File: src/rtl/redundancy_pkg.sv
// Shared definitions for the redundancy (TMR) blocks: word-vote selector and width defaults.
package redundancy_pkg;

  // Word-level voting strategy; BITWISE falls back to a per-bit majority.
  typedef enum logic [1:0] {
    BITWISE = 2'd0,
    KP_AB   = 2'd1,
    AC      = 2'd2,
    BC      = 2'd3
  } voter_type_e;

  localparam int DEFAULT_DATA_WIDTH = 1;
  localparam int DEFAULT_CNT_WIDTH  = 8;

endpackage

File: src/rtl/tmr_majority_voter_fail_if.sv
// Bundle of the three replicas, the voted result, the fault flags and the monitor controls.
interface tmr_majority_voter_fail_if #(
  parameter int DataWidth = 1,
  parameter int CntWidth  = 8
);

  logic [DataWidth-1:0] a_i;
  logic [DataWidth-1:0] b_i;
  logic [DataWidth-1:0] c_i;
  logic                 clear_i;
  logic [DataWidth-1:0] majority_o;
  logic                 fault_detected_o;
  logic [2:0]           lane_err_o;
  logic                 multi_fault_o;
  logic                 fault_sticky_o;
  logic [CntWidth-1:0]  fault_cnt_o;

  // Side that supplies the replicas and consumes the vote.
  modport master (
    output a_i, b_i, c_i, clear_i,
    input  majority_o, fault_detected_o, lane_err_o, multi_fault_o,
    input  fault_sticky_o, fault_cnt_o
  );

  // The voter itself.
  modport slave (
    input  a_i, b_i, c_i, clear_i,
    output majority_o, fault_detected_o, lane_err_o, multi_fault_o,
    output fault_sticky_o, fault_cnt_o
  );

endinterface

File: src/rtl/tmr_majority_bit.sv
// One-bit 2-of-3 majority with disagreement and minority-lane indication.
module tmr_majority_bit (
  input  logic       a_i,
  input  logic       b_i,
  input  logic       c_i,
  output logic       maj_o,
  output logic       mismatch_o,
  output logic [2:0] minority_o
);

  assign maj_o      = (a_i & b_i) | (a_i & c_i) | (b_i & c_i);
  assign mismatch_o = (a_i ^ b_i) | (a_i ^ c_i);

  // A lane is the minority when the other two agree and it differs from them.
  assign minority_o[0] = ~(b_i ^ c_i) & (a_i ^ b_i);
  assign minority_o[1] = ~(a_i ^ c_i) & (b_i ^ a_i);
  assign minority_o[2] = ~(a_i ^ b_i) & (c_i ^ a_i);

endmodule

File: src/rtl/tmr_majority_voter_fail.sv
// TMR voter: zero-latency vote and fault flags, plus a clocked sticky flag and saturating fault counter.
module tmr_majority_voter_fail
  import redundancy_pkg::*;
#(
  parameter int DataWidth = DEFAULT_DATA_WIDTH,
  parameter int Bitwise   = 0,
  parameter int VoterType = 1,
  parameter int CntWidth  = DEFAULT_CNT_WIDTH
) (
  input  logic                      clk_i,
  input  logic                      rst_i,
  tmr_majority_voter_fail_if.slave  bus
);

  localparam voter_type_e VT = voter_type_e'(VoterType[1:0]);

  logic [DataWidth-1:0] bit_maj;
  logic [DataWidth-1:0] bit_mis;
  logic [DataWidth-1:0] min_a;
  logic [DataWidth-1:0] min_b;
  logic [DataWidth-1:0] min_c;

  logic eq_ab;
  logic eq_ac;
  logic eq_bc;

  logic                 fault_sticky_q;
  logic [CntWidth-1:0]  fault_cnt_q;

  // Counter increment that sticks at all-ones instead of wrapping.
  function automatic logic [CntWidth-1:0] sat_inc(input logic [CntWidth-1:0] v, input logic inc);
    if (inc && (v != {CntWidth{1'b1}})) begin
      return v + CntWidth'(1);
    end
    return v;
  endfunction

  for (genvar k = 0; k < DataWidth; k++) begin : g_bit
    logic [2:0] minority;
    tmr_majority_bit u_bit (
      .a_i        (bus.a_i[k]),
      .b_i        (bus.b_i[k]),
      .c_i        (bus.c_i[k]),
      .maj_o      (bit_maj[k]),
      .mismatch_o (bit_mis[k]),
      .minority_o (minority)
    );
    assign min_a[k] = minority[0];
    assign min_b[k] = minority[1];
    assign min_c[k] = minority[2];
  end

  assign eq_ab = (bus.a_i == bus.b_i);
  assign eq_ac = (bus.a_i == bus.c_i);
  assign eq_bc = (bus.b_i == bus.c_i);

  // Select the per-bit or word-level result and derive the fault flags.
  always_comb begin
    bus.majority_o       = bit_maj;
    bus.fault_detected_o = 1'b0;
    bus.lane_err_o       = 3'b000;
    bus.multi_fault_o    = 1'b0;
    if (Bitwise != 0) begin
      bus.majority_o       = bit_maj;
      bus.fault_detected_o = |bit_mis;
      bus.lane_err_o       = {|min_c, |min_b, |min_a};
      // A per-bit 3-way vote always resolves, so there is never an uncorrectable word.
      bus.multi_fault_o    = 1'b0;
    end else begin
      case (VT)
        KP_AB:   bus.majority_o = eq_ab ? bus.a_i : bus.c_i;
        AC:      bus.majority_o = eq_ac ? bus.a_i : bus.b_i;
        BC:      bus.majority_o = eq_bc ? bus.b_i : bus.a_i;
        default: bus.majority_o = bit_maj;
      endcase
      bus.fault_detected_o = ~eq_ab | ~eq_ac;
      bus.multi_fault_o    = ~eq_ab & ~eq_ac & ~eq_bc;
      if (bus.multi_fault_o) begin
        // No pair agrees: every lane is suspect.
        bus.lane_err_o = 3'b111;
      end else begin
        bus.lane_err_o = {eq_ab & ~eq_ac, eq_ac & ~eq_ab, eq_bc & ~eq_ab};
      end
    end
  end

  // Fault monitor: reset wins, clear restarts from the current cycle, otherwise accumulate.
  always_ff @(posedge clk_i) begin
    if (rst_i) begin
      fault_sticky_q <= 1'b0;
      fault_cnt_q    <= '0;
    end else if (bus.clear_i) begin
      fault_sticky_q <= bus.fault_detected_o;
      fault_cnt_q    <= CntWidth'(bus.fault_detected_o);
    end else begin
      fault_sticky_q <= fault_sticky_q | bus.fault_detected_o;
      fault_cnt_q    <= sat_inc(fault_cnt_q, bus.fault_detected_o);
    end
  end

  assign bus.fault_sticky_o = fault_sticky_q;
  assign bus.fault_cnt_o    = fault_cnt_q;

endmodule

File: src/flat_wrapper.sv
// flat-port wrapper written by rule: the top's interface ports become plain ports
module tmr_majority_voter_fail_flat import redundancy_pkg::*;
#(
  parameter int DataWidth = DEFAULT_DATA_WIDTH,
  parameter int Bitwise   = 0,
  parameter int VoterType = 1,
  parameter int CntWidth  = DEFAULT_CNT_WIDTH
)
  (clk_i, rst_i, bus_a_i, bus_b_i, bus_c_i, bus_clear_i, bus_majority_o, bus_fault_detected_o, bus_lane_err_o, bus_multi_fault_o, bus_fault_sticky_o, bus_fault_cnt_o);
  tmr_majority_voter_fail_if #(.DataWidth(DataWidth), .CntWidth(CntWidth)) bus_i ();
  input  logic clk_i;
  input  logic rst_i;
  input wire logic [$bits(bus_i.a_i)-1:0] bus_a_i;
  input wire logic [$bits(bus_i.b_i)-1:0] bus_b_i;
  input wire logic [$bits(bus_i.c_i)-1:0] bus_c_i;
  input wire logic [$bits(bus_i.clear_i)-1:0] bus_clear_i;
  output wire logic [$bits(bus_i.majority_o)-1:0] bus_majority_o;
  output wire logic [$bits(bus_i.fault_detected_o)-1:0] bus_fault_detected_o;
  output wire logic [$bits(bus_i.lane_err_o)-1:0] bus_lane_err_o;
  output wire logic [$bits(bus_i.multi_fault_o)-1:0] bus_multi_fault_o;
  output wire logic [$bits(bus_i.fault_sticky_o)-1:0] bus_fault_sticky_o;
  output wire logic [$bits(bus_i.fault_cnt_o)-1:0] bus_fault_cnt_o;
  assign bus_i.a_i = bus_a_i;
  assign bus_i.b_i = bus_b_i;
  assign bus_i.c_i = bus_c_i;
  assign bus_i.clear_i = bus_clear_i;
  assign bus_majority_o = bus_i.majority_o;
  assign bus_fault_detected_o = bus_i.fault_detected_o;
  assign bus_lane_err_o = bus_i.lane_err_o;
  assign bus_multi_fault_o = bus_i.multi_fault_o;
  assign bus_fault_sticky_o = bus_i.fault_sticky_o;
  assign bus_fault_cnt_o = bus_i.fault_cnt_o;
  tmr_majority_voter_fail #(.DataWidth(DataWidth), .Bitwise(Bitwise), .VoterType(VoterType), .CntWidth(CntWidth)) u_core (.clk_i(clk_i), .rst_i(rst_i), .bus(bus_i));
endmodule
File: config.mk
export PLATFORM = sky130hd
export DESIGN_NAME = tmr_majority_voter_fail_flat
export DESIGN_NICKNAME = d
export VERILOG_FILES = /design/src/rtl/redundancy_pkg.sv /design/src/rtl/tmr_majority_voter_fail_if.sv /design/src/rtl/tmr_majority_bit.sv /design/src/rtl/tmr_majority_voter_fail.sv /design/src/flat_wrapper.sv
export SDC_FILE = /design/constraint.sdc
export NUM_CORES = 1
export LEC_CHECK = 0
export BUFFER_PORTS_ARGS = -buffer_cell sky130_fd_sc_hd__buf_2
export CELL_PAD_IN_SITES_DETAIL_PLACEMENT = 2
export CELL_PAD_IN_SITES_GLOBAL_PLACEMENT = 2
export CORE_MARGIN = 10
export CORE_UTILIZATION = 25
export DETAILED_ROUTE_END_ITERATION = 16
export HOLD_SLACK_MARGIN = 0.08
export PLACE_DENSITY = 0.71
export SETUP_SLACK_MARGIN = 0.1
export SLEW_MARGIN = 20
export SYNTH_ARGS = -nofsm -noshare
export SYNTH_HDL_FRONTEND = slang
export SYNTH_SLANG_ARGS = --single-unit
File: constraint.sdc
create_clock -name clk_i -period 4.91 [get_ports clk_i]
set_clock_uncertainty 0.15 [all_clocks]
set_input_delay 0.7365 -clock clk_i [delete_from_list [all_inputs] [get_ports clk_i]]
set_output_delay 0.7365 -clock clk_i [all_outputs]
set_load 0.01 [all_outputs]
== After elaboration in Yosys (flattened, before gate mapping) ==
Cells that the tools add are included.

* Eq/ne operators: 4
* Reduce and logical (&&, ||, !) cells: 3
* $add $sub $neg: 1
* Bitwise logic cells: 10
* Muxes and demuxes: 9

{| class="wikitable"
|+ Operator list
! cell !! number
|-
| 8-bit by 1-bit adder with 8-bit output (second input constant) || 1
|-
| 8-bit 2-to-1 mux || 1
|-
| 8-bit != test (second input constant) || 1
|-
| 1-bit 2-to-1 mux || 7
|-
| 1-bit bitwise AND || 5
|-
| 1-bit equality test || 3
|-
| 3-bit 2-to-1 mux || 1
|-
| 1-bit inverter || 3
|-
| 1-bit bitwise OR || 2
|-
| 2-bit nonzero test || 1
|-
| 2-bit OR reduction || 1
|-
| 1-bit logical AND || 1
|}

* Output and inout port bits: 15
* Input port bits: 6
* Word-level logic and storage cells: 30
* Bits in registers: 9

== Logic depth before layout (Yosys ltp) ==
Gate-level depths: netlist of run 1.

* Depth in word-level cells: 9
* Mapped depth: 6
* Mapped depth without buffers: 5

== Worst setup path after synthesis of run 1 ==
Ideal clock, no wire load.

* Kind: input to output
* From: input port bus_b_i
* To: output port bus_fault_detected_o
* Arrival: 1.537 ns
* Path slack: 2.486 ns
* Stages: 4
* Path buffers: 1
* Data required time: 4.023 ns
* Cell sequence: buf_2 or3_1 nand2_1 inv_2

* Cells in the longest elaborated chain, start to end: 3

{| class="wikitable"
|+ Ends and longest elaborated chain
! element !! line !! RTL
|-
| start, declared || flat_wrapper.sv:14 || <nowiki>input wire logic [$bits(bus_i.b_i)-1:0] bus_b_i;</nowiki>
|-
| 1-bit equality test || tmr_majority_voter_fail.sv:53 || <nowiki>assign eq_ab = (bus.a_i == bus.b_i);</nowiki>
|-
| 1-bit inverter || tmr_majority_voter_fail.sv:76 || <nowiki>bus.fault_detected_o = ~eq_ab | ~eq_ac;</nowiki>
|-
| 1-bit bitwise OR || tmr_majority_voter_fail.sv:76 ||
|-
| end, declared || flat_wrapper.sv:18 || <nowiki>output wire logic [$bits(bus_i.fault_detected_o)-1:0] bus_fault_detected_o;</nowiki>
|}

Every way passes these cells.

== Worst setup path in the final report of run 1 ==
Same ends and word-level chain as after synthesis.

==> impl_metrics.py, run 1 <==
metrics = {
    "sta": {
        "fin_crit_ps": 2680,
        "whs_ps": 326,
        "rsz0062_at_grt": "false",
        "setup_tns_ps": 0,
        "finalCritPeriodShare": 0.546,
        "finalMaxSlewViolations": 0,
        "setup_viol": 0,
        "max_freq_mhz": 373,
        "fin_ws_ps": 2230,
        "hold_viol_final": 0,
    },
    "routing": {
        "dr.pass1.iters": 4,
        "drc": 0,
        "antenna_left": 0,
        "drtIter0Drc": 12,
        "viasPerCell": 5.25,
        "via_count": 604,
        "avgRoutedWirePerCell_um": 16.3,
        "wirelength_um": 1870,
    },
    "cells_and_area": {
        "fillers": 252,
        "finalNetCount": 96,
        "n_antenna_cell": 0,
        "register_area_sq_um": 180,
        "area_delta_synth_final_pct": 24.1,
        "drive_gt1_frac": 0.295,
        "multiInputGateArea_sq_um": 338,
    },
    "clock_tree": {
        "cts-buffers-inserted": 3,
        "cts_tree": "yes",
        "clock_latency_ps": 270,
        "root_buffer": "clkbuf_4",
        "clk_pin_slew_ps": 60,
        "cts_sinks": 9,
        "ctsResizeCount": 0,
        "postCtsSetupRepairBufs": 0,
        "ctsHoldBuffers": 0,
        "clockBufferDepth": 2,
        "cts_max_level": 1,
    },
    "die": {
        "floorplan.die.width_um": 66.7,
        "num_rows": 16,
        "start_util": 0.270,
        "die_y_um": 66.7,
        "ios": 21,
        "design.core.area_sq_um": 2020,
        "die-area_sq_um": 4450,
    },
    "synth": {
        "ys_top_cells_by_count": "dfxtp_1, nand2_1, a21oi_1",
        "ys_types": 30,
        "yosysTopAreaCell": "dfxtp_1",
        "synth_top_area_share": 0.330,
        "yosys_warnings": 0,
        "synth_edf_count": 0,
        "syn-cell-area_sq_um": 546,
        "ys_seq_elements": 9,
        "yosys-top-cells-area": "dfxtp_1, mux2i_1, nand2_1",
        "synth_ff_type": "dfxtp_1",
        "ys_seq_area_frac": 0.330,
        "syn_area_per_cell_sq_um": 8.02,
        "syn_nets": 75,
        "netlist_instances": 68,
        "synthArstFlopShare": 0,
    },
    "power_and_ir_drop": {
        "irDropWorstVdd_mv": 0.0799,
        "switching_share": 0.283,
        "power.density_nw_per_um2": 241,
        "power.internal_mw": 0.117,
        "power.switching_mw": 0.0462,
        "clockPowerShare": 0.367,
        "comb_power_share": 0.159,
        "power_leakage_nw": 0.284,
        "pwr-share-seq": 0.473,
    },
    "worst_setup_path": {
        "cp.arrival_ps": 1790,
        "start_kind": "primary input",
        "cp_data_required_time_ps": 4020,
        "cp_max_fo": 9,
        "critPathKind": "in2out",
        "end_kind": "output port",
    },
    "status": {
        "status": "finished, final reports clean",
    },
    "place": {
        "dp_hpwl_um": 1480,
        "gp_congestion": 0.690,
        "dp_worst_setup_slack_ps": 2220,
        "port-buffer-count": 19,
    },
    "hold_path": {
        "hold_path.class": "reg2reg",
    },
    "global_route": {
        "grt_pass1_wl_um": 3130,
        "grt_max_degree": 10,
        "grt_pass1_vias": 663,
        "track_usage": 0.0906,
        "grt-ovfl-total": 0,
        "grt_antenna_before_repair": 0,
    },
    "job": {
        "cap_violations": 0,
    },
}
cells by family (layout without fill, tap and decap cells):
family	Yosys count	count (layout)	share of synthesized area
adders and majority gates	1	1	0.0229
muxes	4	4	0.0734
DFF	9	9	0.330
and+or+nand+nor	35	35	0.365
buffers and inverters	4	24	0.0504
other	1	1	0.00687
AOI/OAI and AO/OA	14	14	0.151
power groups by stage:
stage / Sequential, mW / Clock, mW / Combinational, mW
floorplan: 0.0792 / 0 / 0.0146
global placement: 0.0788 / 0 / 0.0259
detailed placement: 0.0789 / 0 / 0.0267
CTS: 0.0773 / 0.0619 / 0.0268
global route: 0.0776 / 0.0691 / 0.0299
finish: 0.0772 / 0.0599 / 0.0259
stage by stage:
stage | util | cells | total power [mW] | area [sq um]
floorplan | - | 68 | 0.0939 | 546
global placement | 0.322 | 111 | 0.105 | 651
detailed placement | 0.322 | 111 | 0.106 | 651
CTS | 0.335 | 115 | 0.166 | 677
global route | 0.335 | 115 | 0.177 | 677
finish | 0.335 | 115 | 0.163 | 677
metal layers:
layer | track usage | vias to the layer above | part of all wire
li1 | - | 290 | -
met1 | 0.0994 | 291 | 0.43
met2 | 0.145 | 20 | 0.49
met3 | 0.0385 | 3 | 0.065
met4 | 0.0471 | 0 | 0.014
met5 | 0 | - | 0
final cells by class:
type	count	share of cell area
Sequential cell	9	0.266
Clock buffer	4	0.0388
Multi-Input combinational cell	55	0.499
Timing Repair Buffer	19	0.140
Tap cell	27	0.0499
Inverter	1	0.00555
final timing paths:
kind	slack, ps	startpoint	end	cells after the start
max reg2reg	3220	u_core.bus.fault_cnt_o[0]	u_core.bus.fault_cnt_o[7]	4
min reg2reg	330	u_core.bus.fault_sticky_o	u_core.bus.fault_sticky_o	2
max	2230	bus_b_i	bus_fault_detected_o	5
min	330	u_core.bus.fault_sticky_o	u_core.bus.fault_sticky_o	2
worst max-delay path, cell delays in order:
cell     delay [ps]
buf_2           140
or3_1           390
nand2_1         270
inv_2            90
buf_2           150
flip-flops by register name, summed over array words and instances, names as in the netlist:
signal                     cells
u_core.bus.fault_cnt_o         8
u_core.bus.fault_sticky_o      1
cell usage in the layout (no fill, tap or decap):
cell type   n
o31ai_1     1
o311ai_1    1
dfxtp_1     9
or2_2       1
o21ai_1     1
or3_1       4
a21oi_1     5
inv_2       1
nor2_1      3
nor4bb_1    1
nor4_1      2
nor2b_1     1
or2_1       1
mux2i_1     4
nand3_1     4
nor3_1      1
clkbuf_4    3
ha_1        1
nand2_1     9
and3_1      1
buf_2      19
or4_1       1
nand3b_1    1
nand2b_1    3
o41ai_1     1
and4_4      2
a31oi_1     2
o21ai_0     3
clkbuf_1    1
conb_1      1
Power figures use the tool's default switching activity.
==> run 2, diff against run 1 <==
- CORE_UTILIZATION: 25 -> 22
- PLACE_DENSITY: 0.71 -> 0.66
- clock period: 4.91 -> 2.32 ns (I/O delays scaled with it)
==> impl_metrics.py, run 2 (synthesis gave the netlist of run 1 again) <==
metrics = {
    "place": {
        "gp_congestion": 0.734,
        "dp_hpwl_um": 1360,
        "dp_worst_setup_slack_ps": 434,
        "port-buffer-count": 19,
    },
    "status": {
        "status": "finished, final reports clean",
    },
    "power_and_ir_drop": {
        "power_leakage_nw": 0.284,
        "irDropWorstVdd_mv": 0.276,
        "power_mw": 0.341,
        "power.density_nw_per_um2": 503,
    },
    "sta": {
        "finalMaxSlewViolations": 0,
        "rsz0062_at_grt": "false",
        "max_freq_mhz": 536,
        "fin_ws_ps": 453,
        "finalCritPeriodShare": 0.805,
        "fin_crit_ps": 1870,
        "hold_viol_final": 0,
        "setup_tns_ps": 0,
        "setup_viol": 0,
    },
    "routing": {
        "drc": 0,
        "avgRoutedWirePerCell_um": 14.6,
        "via_count": 573,
        "viasPerCell": 4.94,
        "dr.pass1.iters": 4,
        "antenna_left": 0,
        "drtIter0Drc": 22,
        "wirelength_um": 1700,
    },
    "die": {
        "ios": 21,
        "die-area_sq_um": 4870,
        "die_y_um": 69.8,
        "design.core.area_sq_um": 2280,
        "floorplan.die.width_um": 69.8,
        "start_util": 0.240,
        "num_rows": 17,
    },
    "global_route": {
        "grt_pass1_wl_um": 3050,
        "track_usage": 0.0738,
        "grt_max_degree": 10,
        "grt-ovfl-total": 0,
        "grt_antenna_before_repair": 0,
        "grt_pass1_vias": 626,
    },
    "clock_tree": {
        "postCtsSetupRepairBufs": 0,
        "ctsResizeCount": 0,
        "ctsHoldBuffers": 0,
        "cts_max_level": 1,
        "cts_sinks": 9,
        "clk_pin_slew_ps": 60,
        "clock_latency_ps": 260,
        "root_buffer": "clkbuf_4",
        "clockBufferDepth": 2,
        "cts-buffers-inserted": 3,
        "cts_tree": "yes",
    },
    "cells_and_area": {
        "finalNetCount": 96,
        "layout_commonest_cell": "buf_2",
        "drive_gt1_frac": 0.295,
        "area_delta_synth_final_pct": 24.3,
        "largest_reg_flops": 8,
        "n_antenna_cell": 0,
        "mostFrequentLayoutCells": "buf_2, nand2_1, dfxtp_1, a21oi_1",
    },
    "worst_setup_path": {
        "start_kind": "primary input",
        "critPathKind": "in2out",
        "cp_data_required_time_ps": 1820,
        "cp.arrival_ps": 1370,
        "end_kind": "output port",
        "cp_max_fo": 9,
    },
    "hold_path": {
        "hold_path.class": "in2reg",
    },
    "job": {
        "cap_violations": 0,
    },
}
run 2: per-layer routing:
metal / GRT usage / part of all wire / vias up
li1: - / - / 289
met5: 0 / 0 / -
met2: 0.118 / 0.46 / 14
met4: 0.0326 / 0.020 / 0
met1: 0.0882 / 0.50 / 266
met3: 0.0214 / 0.020 / 4
run 2: layout make-up:
cell class / instances / area [sq um]
Timing Repair Buffer: 19 / 95.1
Multi-Input combinational cell: 55 / 338
Fill cell: 270 / 1600
Sequential cell: 9 / 180
Tap cell: 28 / 35.0
Clock buffer: 4 / 26.3
Inverter: 1 / 3.75
run 2: worst paths after layout:
check / from / end / slack (ps) / cells past startpoint
worst max register to register: u_core.bus.fault_cnt_o[2] / u_core.bus.fault_cnt_o[3] / 670 / 4
worst min register to register: u_core.bus.fault_sticky_o / u_core.bus.fault_sticky_o / 320 / 2
worst max-delay path: bus_b_i / bus_fault_detected_o / 450 / 5
worst min-delay path: rst_i / u_core.bus.fault_sticky_o / 180 / 2
run 2: per-stage QoR:
stage / hold WS [ps] / area (sq um) / util / instances
4_1_cts: 170 / 678 / 0.298 / 116
2_1_floorplan: 267 / 546 / - / 68
3_5_place_dp: 320 / 652 / 0.286 / 112
3_3_place_gp: 324 / 652 / 0.286 / 112
5_1_grt: 174 / 678 / 0.298 / 116
6_report: 177 / 678 / 0.298 / 116
run 2: critical path: stages:
cell and delay, ps:
buf_2 140, or3_1 390, nand2_1 240, inv_2 90
buf_2 150
run 2: where the power goes:
group / leakage, nW / internal [mW] / switching [mW]
logic: 0.196 / 0.0220 / 0.0336
clock network: 0.0150 / 0.0664 / 0.0560
registers: 0.0733 / 0.159 / 0.00469
